## src/rtl/uart_rx_fifo.sv

```systemverilog
// UART receiver: synchroniser, 3-sample majority vote, configurable frame
// format, per-word error flags and a first-word-fall-through receive FIFO.
module uart_rx_fifo #(
  parameter int CLKS_PER_BIT = 434,
  parameter int DATA_BITS    = 8,
  parameter int PARITY       = 0,
  parameter int STOP_BITS    = 1,
  parameter int SYNC_STAGES  = 2,
  parameter int FIFO_DEPTH   = 4
) (
  input  logic                 clk,
  input  logic                 rst,
  input  logic                 i_rx_serial,
  output logic [DATA_BITS-1:0] o_rx_data,
  output logic                 o_parity_err,
  output logic                 o_frame_err,
  output logic                 o_rx_valid,
  input  logic                 i_rx_ready,
  output logic                 o_overrun,
  output logic                 o_busy
);

  localparam int CW   = $clog2(CLKS_PER_BIT);
  localparam int HALF = CLKS_PER_BIT / 2;
  localparam int IW   = $clog2(DATA_BITS);
  localparam int AW   = $clog2(FIFO_DEPTH);
  localparam int WW   = DATA_BITS + 2;

  localparam logic [CW-1:0] HALF_M1   = CW'(HALF - 1);
  localparam logic [CW-1:0] SAMP_A    = CW'(CLKS_PER_BIT - 3);
  localparam logic [CW-1:0] SAMP_B    = CW'(CLKS_PER_BIT - 2);
  localparam logic [CW-1:0] BIT_LAST  = CW'(CLKS_PER_BIT - 1);
  localparam logic [IW-1:0] IDX_LAST  = IW'(DATA_BITS - 1);
  localparam logic          STOP_LAST = (STOP_BITS == 2);
  localparam logic [AW:0]   DEPTH     = (AW + 1)'(FIFO_DEPTH);

  typedef enum logic [2:0] {
    S_IDLE,
    S_START,
    S_DATA,
    S_PARITY,
    S_STOP
  } state_t;

  logic [SYNC_STAGES-1:0] sync_q;
  logic                   rxs;

  state_t               state_q;
  logic [CW-1:0]        cnt_q;
  logic [IW-1:0]        idx_q;
  logic                 stop_q;
  logic                 samp_a_q;
  logic                 samp_b_q;
  logic [DATA_BITS-1:0] data_q;
  logic                 par_err_q;
  logic                 frm_err_q;
  logic                 armed_q;

  logic          bit_done;
  logic          bit_now;
  logic          push;
  logic [WW-1:0] push_word;

  logic [WW-1:0] mem_q [FIFO_DEPTH];
  logic [AW-1:0] rd_q;
  logic [AW-1:0] wr_q;
  logic [AW:0]   count_q;
  logic          pop;
  logic          push_ok;

  always_ff @(posedge clk) begin
    if (rst) begin
      sync_q <= '1;
    end else begin
      sync_q <= {sync_q[SYNC_STAGES-2:0], i_rx_serial};
    end
  end

  assign rxs      = sync_q[SYNC_STAGES-1];
  assign bit_done = (cnt_q == BIT_LAST);
  // Third vote is the live sample taken at the decision count itself.
  assign bit_now  = (samp_a_q & samp_b_q) | (samp_a_q & rxs) | (samp_b_q & rxs);

  always_ff @(posedge clk) begin
    if (rst) begin
      state_q   <= S_IDLE;
      cnt_q     <= '0;
      idx_q     <= '0;
      stop_q    <= 1'b0;
      samp_a_q  <= 1'b1;
      samp_b_q  <= 1'b1;
      data_q    <= '0;
      par_err_q <= 1'b0;
      frm_err_q <= 1'b0;
      armed_q   <= 1'b0;
    end else begin
      if (state_q == S_DATA || state_q == S_PARITY || state_q == S_STOP) begin
        if (cnt_q == SAMP_A) samp_a_q <= rxs;
        if (cnt_q == SAMP_B) samp_b_q <= rxs;
        cnt_q <= bit_done ? '0 : cnt_q + 1'b1;
      end
      case (state_q)
        S_IDLE: begin
          if (rxs) armed_q <= 1'b1;
          if (armed_q && !rxs) begin
            cnt_q     <= '0;
            par_err_q <= 1'b0;
            frm_err_q <= 1'b0;
            state_q   <= S_START;
          end
        end
        S_START: begin
          if (cnt_q == HALF_M1) begin
            cnt_q <= '0;
            idx_q <= '0;
            state_q <= rxs ? S_IDLE : S_DATA;
          end else begin
            cnt_q <= cnt_q + 1'b1;
          end
        end
        S_DATA: begin
          if (bit_done) begin
            data_q[idx_q] <= bit_now;
            stop_q        <= 1'b0;
            if (idx_q == IDX_LAST) begin
              state_q <= (PARITY != 0) ? S_PARITY : S_STOP;
            end else begin
              idx_q <= idx_q + 1'b1;
            end
          end
        end
        S_PARITY: begin
          if (bit_done) begin
            par_err_q <= ((^data_q) ^ bit_now) != (PARITY == 1);
            state_q   <= S_STOP;
          end
        end
        S_STOP: begin
          if (bit_done) begin
            if (!bit_now) frm_err_q <= 1'b1;
            if (stop_q == STOP_LAST) begin
              state_q <= S_IDLE;
              // A low final stop bit disarms so a held break is not re-read.
              if (!bit_now) armed_q <= 1'b0;
            end else begin
              stop_q <= 1'b1;
            end
          end
        end
        default: state_q <= S_IDLE;
      endcase
    end
  end

  assign push      = (state_q == S_STOP) && bit_done && (stop_q == STOP_LAST) && !rst;
  assign push_word = {frm_err_q | ~bit_now, par_err_q, data_q};

  assign o_rx_valid = (count_q != '0);
  assign pop        = o_rx_valid && i_rx_ready;
  assign push_ok    = push && ((count_q < DEPTH) || pop);

  always_ff @(posedge clk) begin
    if (push_ok) mem_q[wr_q] <= push_word;
  end

  always_ff @(posedge clk) begin
    if (rst) begin
      rd_q    <= '0;
      wr_q    <= '0;
      count_q <= '0;
    end else begin
      if (push_ok) wr_q <= wr_q + 1'b1;
      if (pop)     rd_q <= rd_q + 1'b1;
      count_q <= count_q + (AW + 1)'(push_ok) - (AW + 1)'(pop);
    end
  end

  assign o_rx_data    = o_rx_valid ? mem_q[rd_q][DATA_BITS-1:0] : '0;
  assign o_parity_err = o_rx_valid & mem_q[rd_q][DATA_BITS];
  assign o_frame_err  = o_rx_valid & mem_q[rd_q][DATA_BITS+1];
  assign o_overrun    = push && !push_ok;
  assign o_busy       = (state_q != S_IDLE);

endmodule

```

## config.mk

```make
export PLATFORM = sky130hd
export DESIGN_NAME = uart_rx_fifo
export DESIGN_NICKNAME = d
export VERILOG_FILES = /design/src/rtl/uart_rx_fifo.sv
export SDC_FILE = /design/constraint.sdc
export NUM_CORES = 1
export LEC_CHECK = 0
export CAP_MARGIN = 10
export CORE_MARGIN = 3
export CORE_UTILIZATION = 55
export DETAILED_ROUTE_END_ITERATION = 7
export PLACE_DENSITY = 0.74
export SYNTH_ARGS = -nofsm -noshare
export SYNTH_HDL_FRONTEND = slang
export SYNTH_SLANG_ARGS = --single-unit
```

## constraint.sdc

```tcl
create_clock -name clk -period 7.6 [get_ports clk]
set_input_delay 1.52 -clock clk [delete_from_list [all_inputs] [get_ports clk]]
set_output_delay 1.52 -clock clk [all_outputs]
set_load 0.01 [all_outputs]
```

After elaboration in Yosys (flattened, before gate mapping)
Memory sizes are Yosys's and may differ from the RTL's. A register that Yosys moved wholly into a read port is not among the register bits.
Cells that the tools add are included.
{ "classes": {"add_sub_neg": 6, "n_eq_ne": 19, "order_cmp": 3, "n_reduce_logical": 31, "bitwise": 11, "muxes": 41} }
{ "op_table": {"columns": ["operator", "n"], "rows": [
  ["9-bit 2-to-1 mux", 4],
  ["3-bit 2-to-1 mux", 10],
  ["9-bit equality test (second input constant)", 3],
  ["2-bit != test (second input constant)", 9],
  ["9-bit case mux with 2 select lines", 1],
  ["3-bit case mux with 5 select lines", 1],
  ["1-bit 2-to-1 mux", 14],
  ["9-bit by 1-bit adder with 9-bit output (second input constant)", 1],
  ["9-bit by 8-bit equality test with 1-bit output (second input constant)", 1],
  ["8-bit bitwise mux", 1],
  ["1-bit logical AND", 8],
  ["8-bit 2-to-1 mux", 1],
  ["1-bit case mux with 2 select lines", 4],
  ["4-bit AND reduction", 2],
  ["2-bit nonzero test", 4],
  ["8-bit parity", 1],
  ["7-bit AND reduction", 1],
  ["3-bit by 2-bit equality test with 1-bit output (second input constant)", 2],
  ["3-bit equality test (second input constant)", 2],
  ["2-bit 2-to-1 mux", 3],
  ["3-bit case mux with 2 select lines", 1],
  ["2-bit AND reduction", 3],
  ["3-bit AND reduction", 2],
  ["3-bit nonzero test", 2],
  ["18 further kinds", 30]
]} }
{ "word_totals": {"inputBits": 4, "mem_count": 1, "ramBits": 40, "register_bits": 38} }
{ "memory_table": {"columns": ["memory", "words", "word_bits", "read_ports", "rd_clocked_by_memory_dff", "write_ports", "line", "source"], "rows": [
  ["mem_q", 4, 10, 1, 1, 1, "64", "logic [WW-1:0] mem_q [FIFO_DEPTH];"]
]} }

Longest topological paths before layout
{ "logic_depth": {"ltp_word": 7, "depth_mapped": 12, "mapped_depth_nobuf": 12} }

Worst setup path after synthesis
OpenSTA, ideal clock, no wires.
{ "synth_timing": {"kind": "input port to output port", "start": "in rst", "end": "out o_overrun", "setup_slack_ps": 3924, "stages": 2, "arrival_time_ps": 2156, "required_time_ps": 6080, "path_cell_list": "clkbuf_1 > nor4_1"} }
{ "synth_via": {"elab_chain_len": 5} }
{ "synth_rtl": {"columns": ["element", "line", "source"], "rows": [
  ["start: declaration", "12", "input logic rst,"],
  ["1-bit logical NOT (*)", "155", "assign push = (state_q == S_STOP) && bit_done && (stop_q == STOP_LAST) && !rst;"],
  ["1-bit logical AND (*)", "155", null],
  ["1-bit logical AND", "160", "assign push_ok = push && ((count_q < DEPTH) || pop);"],
  ["1-bit logical NOT", "181", "assign o_overrun = push && !push_ok;"],
  ["1-bit logical AND (*)", "181", null],
  ["end: declaration", "19", "output logic o_overrun,"]
]} }
Every way passes the cells marked *; elsewhere a longest branch is shown, timed or not.

Worst setup path after layout
Same ends and word-level chain as after synthesis.

==> results.md <==
- Status: finished, final reports clean
- Post-synth EDFFs: 40
- Pwr dens: 253 mW/mm2
- Area share of fa/ha/maj cells after synthesis: 0.0455
- CP endpoint kind: output pin
- Critical path arrival: 3040 ps
- RR Startpoint: cnt_q[4]
- Synth Area per Inst: 11.9 um2
- Max Cap Viol: 0
- H-tree depth: 3
- Setup TNS: 0 ps
- Global-route wire length before repair: 10500 um
- Vias per cell: 5.52
- Largest family of logic cells by synthesized area: simple AND/OR/NAND/NOR gates
- Lkg Pwr: 1.42 nW
- WHS Path Cells: 1
- IO Pins: 17
- Clock slew at reported path FFs: 80 ps
- Largest net degree at the start of global routing: 32
- Hold_buf cts: 0
- Crit path max-delay cell type: clkdlybuf4s50_1
- Hold Path Class: flop to flop
- Crit path top cell by count: clkdlybuf4s50_1
- Async set-reset flop share out of synthesis: 0
- Worst vdd ir: 112 uV
- Global route total overflow: 0
- Most frequent cells after synthesis: 40 x edfxtp_1, 39 x dfxtp_1, 27 x nor2_1, 22 x nand2_1, 15 x and2_1
- Post-cts resize count: 0
- Syn_nets: 325
- Drt drc: 0
- Starting Density: 0.573
- Yosys reg bits: 79
- Worst R2R Path Depth: 11
- Initial antenna violation count: 0
- 1st-pass router iterations: 4
- Die ar.: 0.00771 mm2
- DR vias: 2258
- CP Launch Point: rst
- Fin crit share: 0.600
- Clock tree from TritonCTS: built
- Min cycle time layout: 4560 ps
- DR iter-0 viols: 124
- Final design instance area without fill: 0.00409 mm2
- Fill count: 510
- Dpl cell area: 0.00388 mm2
- Simple-gate share of the synthesized area: 0.192
- Worst-Skew Late Latency: 350 ps
- Layout overhead on the synthesized area: 11.1%
- Post-CTS setup buffer count: 0
- Top FF cell, synth: edfxtp_1
- Slew of the pin with the lowest slew margin: 878 ps
- Fin nets: 343
- Number of global-route vias before repair: 2096
- Xor-xnor portion of the synthesized cell area: 0.0370
- Mux cell area share after synthesis: 0.0911
- Root Driver: clkbuf_8
- Worst hold margin: 417 ps
- Worst Clk Skew: 10.7 ps
- Buffers added on ports: 16
- Yosys cell types: 56
- Hpwl dp: 4290 um
- Crit Path Max Fanout: 31
- Final WL: 6160 um
- YS warnings: 0
- Hold Crit Start: sync_q[0]
- N_diodes: 0
- Routed Antenna Nets: 0
- Max Slew Vio Count: 0
- Share of cells above drive strength 1: 0.130
- Max transition margin: 0.408
- Final setup violation count: 0
- Sequential fraction of the synthesis area: 0.538
- Max incr delay on CP: 580 ps
- Height of the die: 87.8 um
- Final Core Density: 0.637
- Req. time, crit path: 6080 ps
- Pwr Total: 1.03 mW
- RSZ-0062 raised after global routing: no
- Element type at the critical path start: input port
- FP Rows: 29
- Top cell type's share of synthesized area: 0.326
- Clock tree buffer depth: 2
- Total track usage: 0.180
- CP Cell Sequence: clkdlybuf4s50_1 -> buf_4 -> nor4_1 -> clkdlybuf4s50_1
- Fmax achieved: 219 MHz
- Num CTS Buffers: 9
- WL/cell: 15.1 um
- Leading area contributor after synthesis: edfxtp_1
- Clk sink count: 79
- Cells after Synth: 309
- Largest cells by area after synthesis: edfxtp_1 33%, dfxtp_1 21%, mux4_2 6.1%
- Top-count cell post-synth: edfxtp_1
- Placeable Area: 0.00642 mm2
- Gp weighted congestion: 0.784
- Setup CP Type: input port to output pin
- Final Hold Vio Count: 0
- Cell area after synthesis: 0.00368 mm2
- Complex-gate fraction of the synthesized area: 0.0676
- Die Width: 87.8 um
[sequential cells by signal, indices dropped and copies added, names as in the netlist, 2 cells and up, named ones only]
| register | flops |
|---|---|
| mem_q | 40 |
| wr_q | 2 |
| sync_q | 2 |
| data_q | 8 |
| idx_q | 3 |
| count_q | 3 |
| state_q | 3 |
| rd_q | 2 |
| cnt_q | 9 |
[path summary, 6_finish.rpt]
kind,to,slack [ps]
max,o_overrun,3040
min,sync_q[1],420
min reg2reg,sync_q[1],420
max reg2reg,count_q[2],4750
[layout make-up]
cell class / instances / area (um2) / share of cell area
Tap cell: 77 / 96.3 / 0.0235
Timing Repair Buffer: 17 / 168 / 0.0410
Inverter: 11 / 41.3 / 0.0101
Sequential cell: 79 / 1980 / 0.484
Clock buffer: 9 / 124 / 0.0303
Multi-Input combinational cell: 209 / 1600 / 0.390
Clock inverter: 7 / 85.1 / 0.0208
[cell families after synthesis]
logic type | after synthesis
simple gates | 122
flops | 79
compound gates | 39
buf+inv | 21
mux | 21
xor+xnor | 14
fa+ha+maj | 13
[through the flow]
step / worst slack, ps / cells
2_1_floorplan: 3920 / 309
3_3_place_gp: 3050 / 393
3_5_place_dp: 3050 / 393
4_1_cts: 3030 / 409
5_1_grt: 2990 / 409
6_report: 3040 / 409
[per-layer routing]
| layer | share of wire | global-route usage |
|---|---|---|
| met1 | 0.47 | 0.249 |
| met2 | 0.48 | 0.281 |
| met3 | 0.039 | 0.0423 |
| met4 | 0.014 | 0.0628 |
| met5 | 0 | 0 |
[where the power goes]
group,total [mW],switching [mW],internal [mW]
Clock,0.325,0.166,0.159
Combinational,0.227,0.0883,0.139
Sequential,0.482,0.0246,0.457
Total,1.03,0.279,0.756
[critical path: cells and delay by family]
kind	cells	cell delay, ps
buffers and inverters	3	1220
AND/OR/NAND/NOR	1	300
[cell usage in the layout (no fill, tap or decap), types with 3 or more instances in the layout]
cell type	instances
a211oi_1	3
a21oi_1	13
a22oi_1	4
and2_1	15
clkbuf_8	9
clkdlybuf4s50_1	16
dfxtp_1	39
edfxtp_1	40
ha_1	11
inv_1	11
inv_6	4
mux2i_1	11
mux4_2	10
nand2_1	22
nand2b_1	5
nand3_1	11
nor2_1	27
nor2b_1	5
nor3_1	8
o21ai_0	9
or2_2	3
or3_1	4
xnor2_1	11
Power figures use the tool's default switching activity.
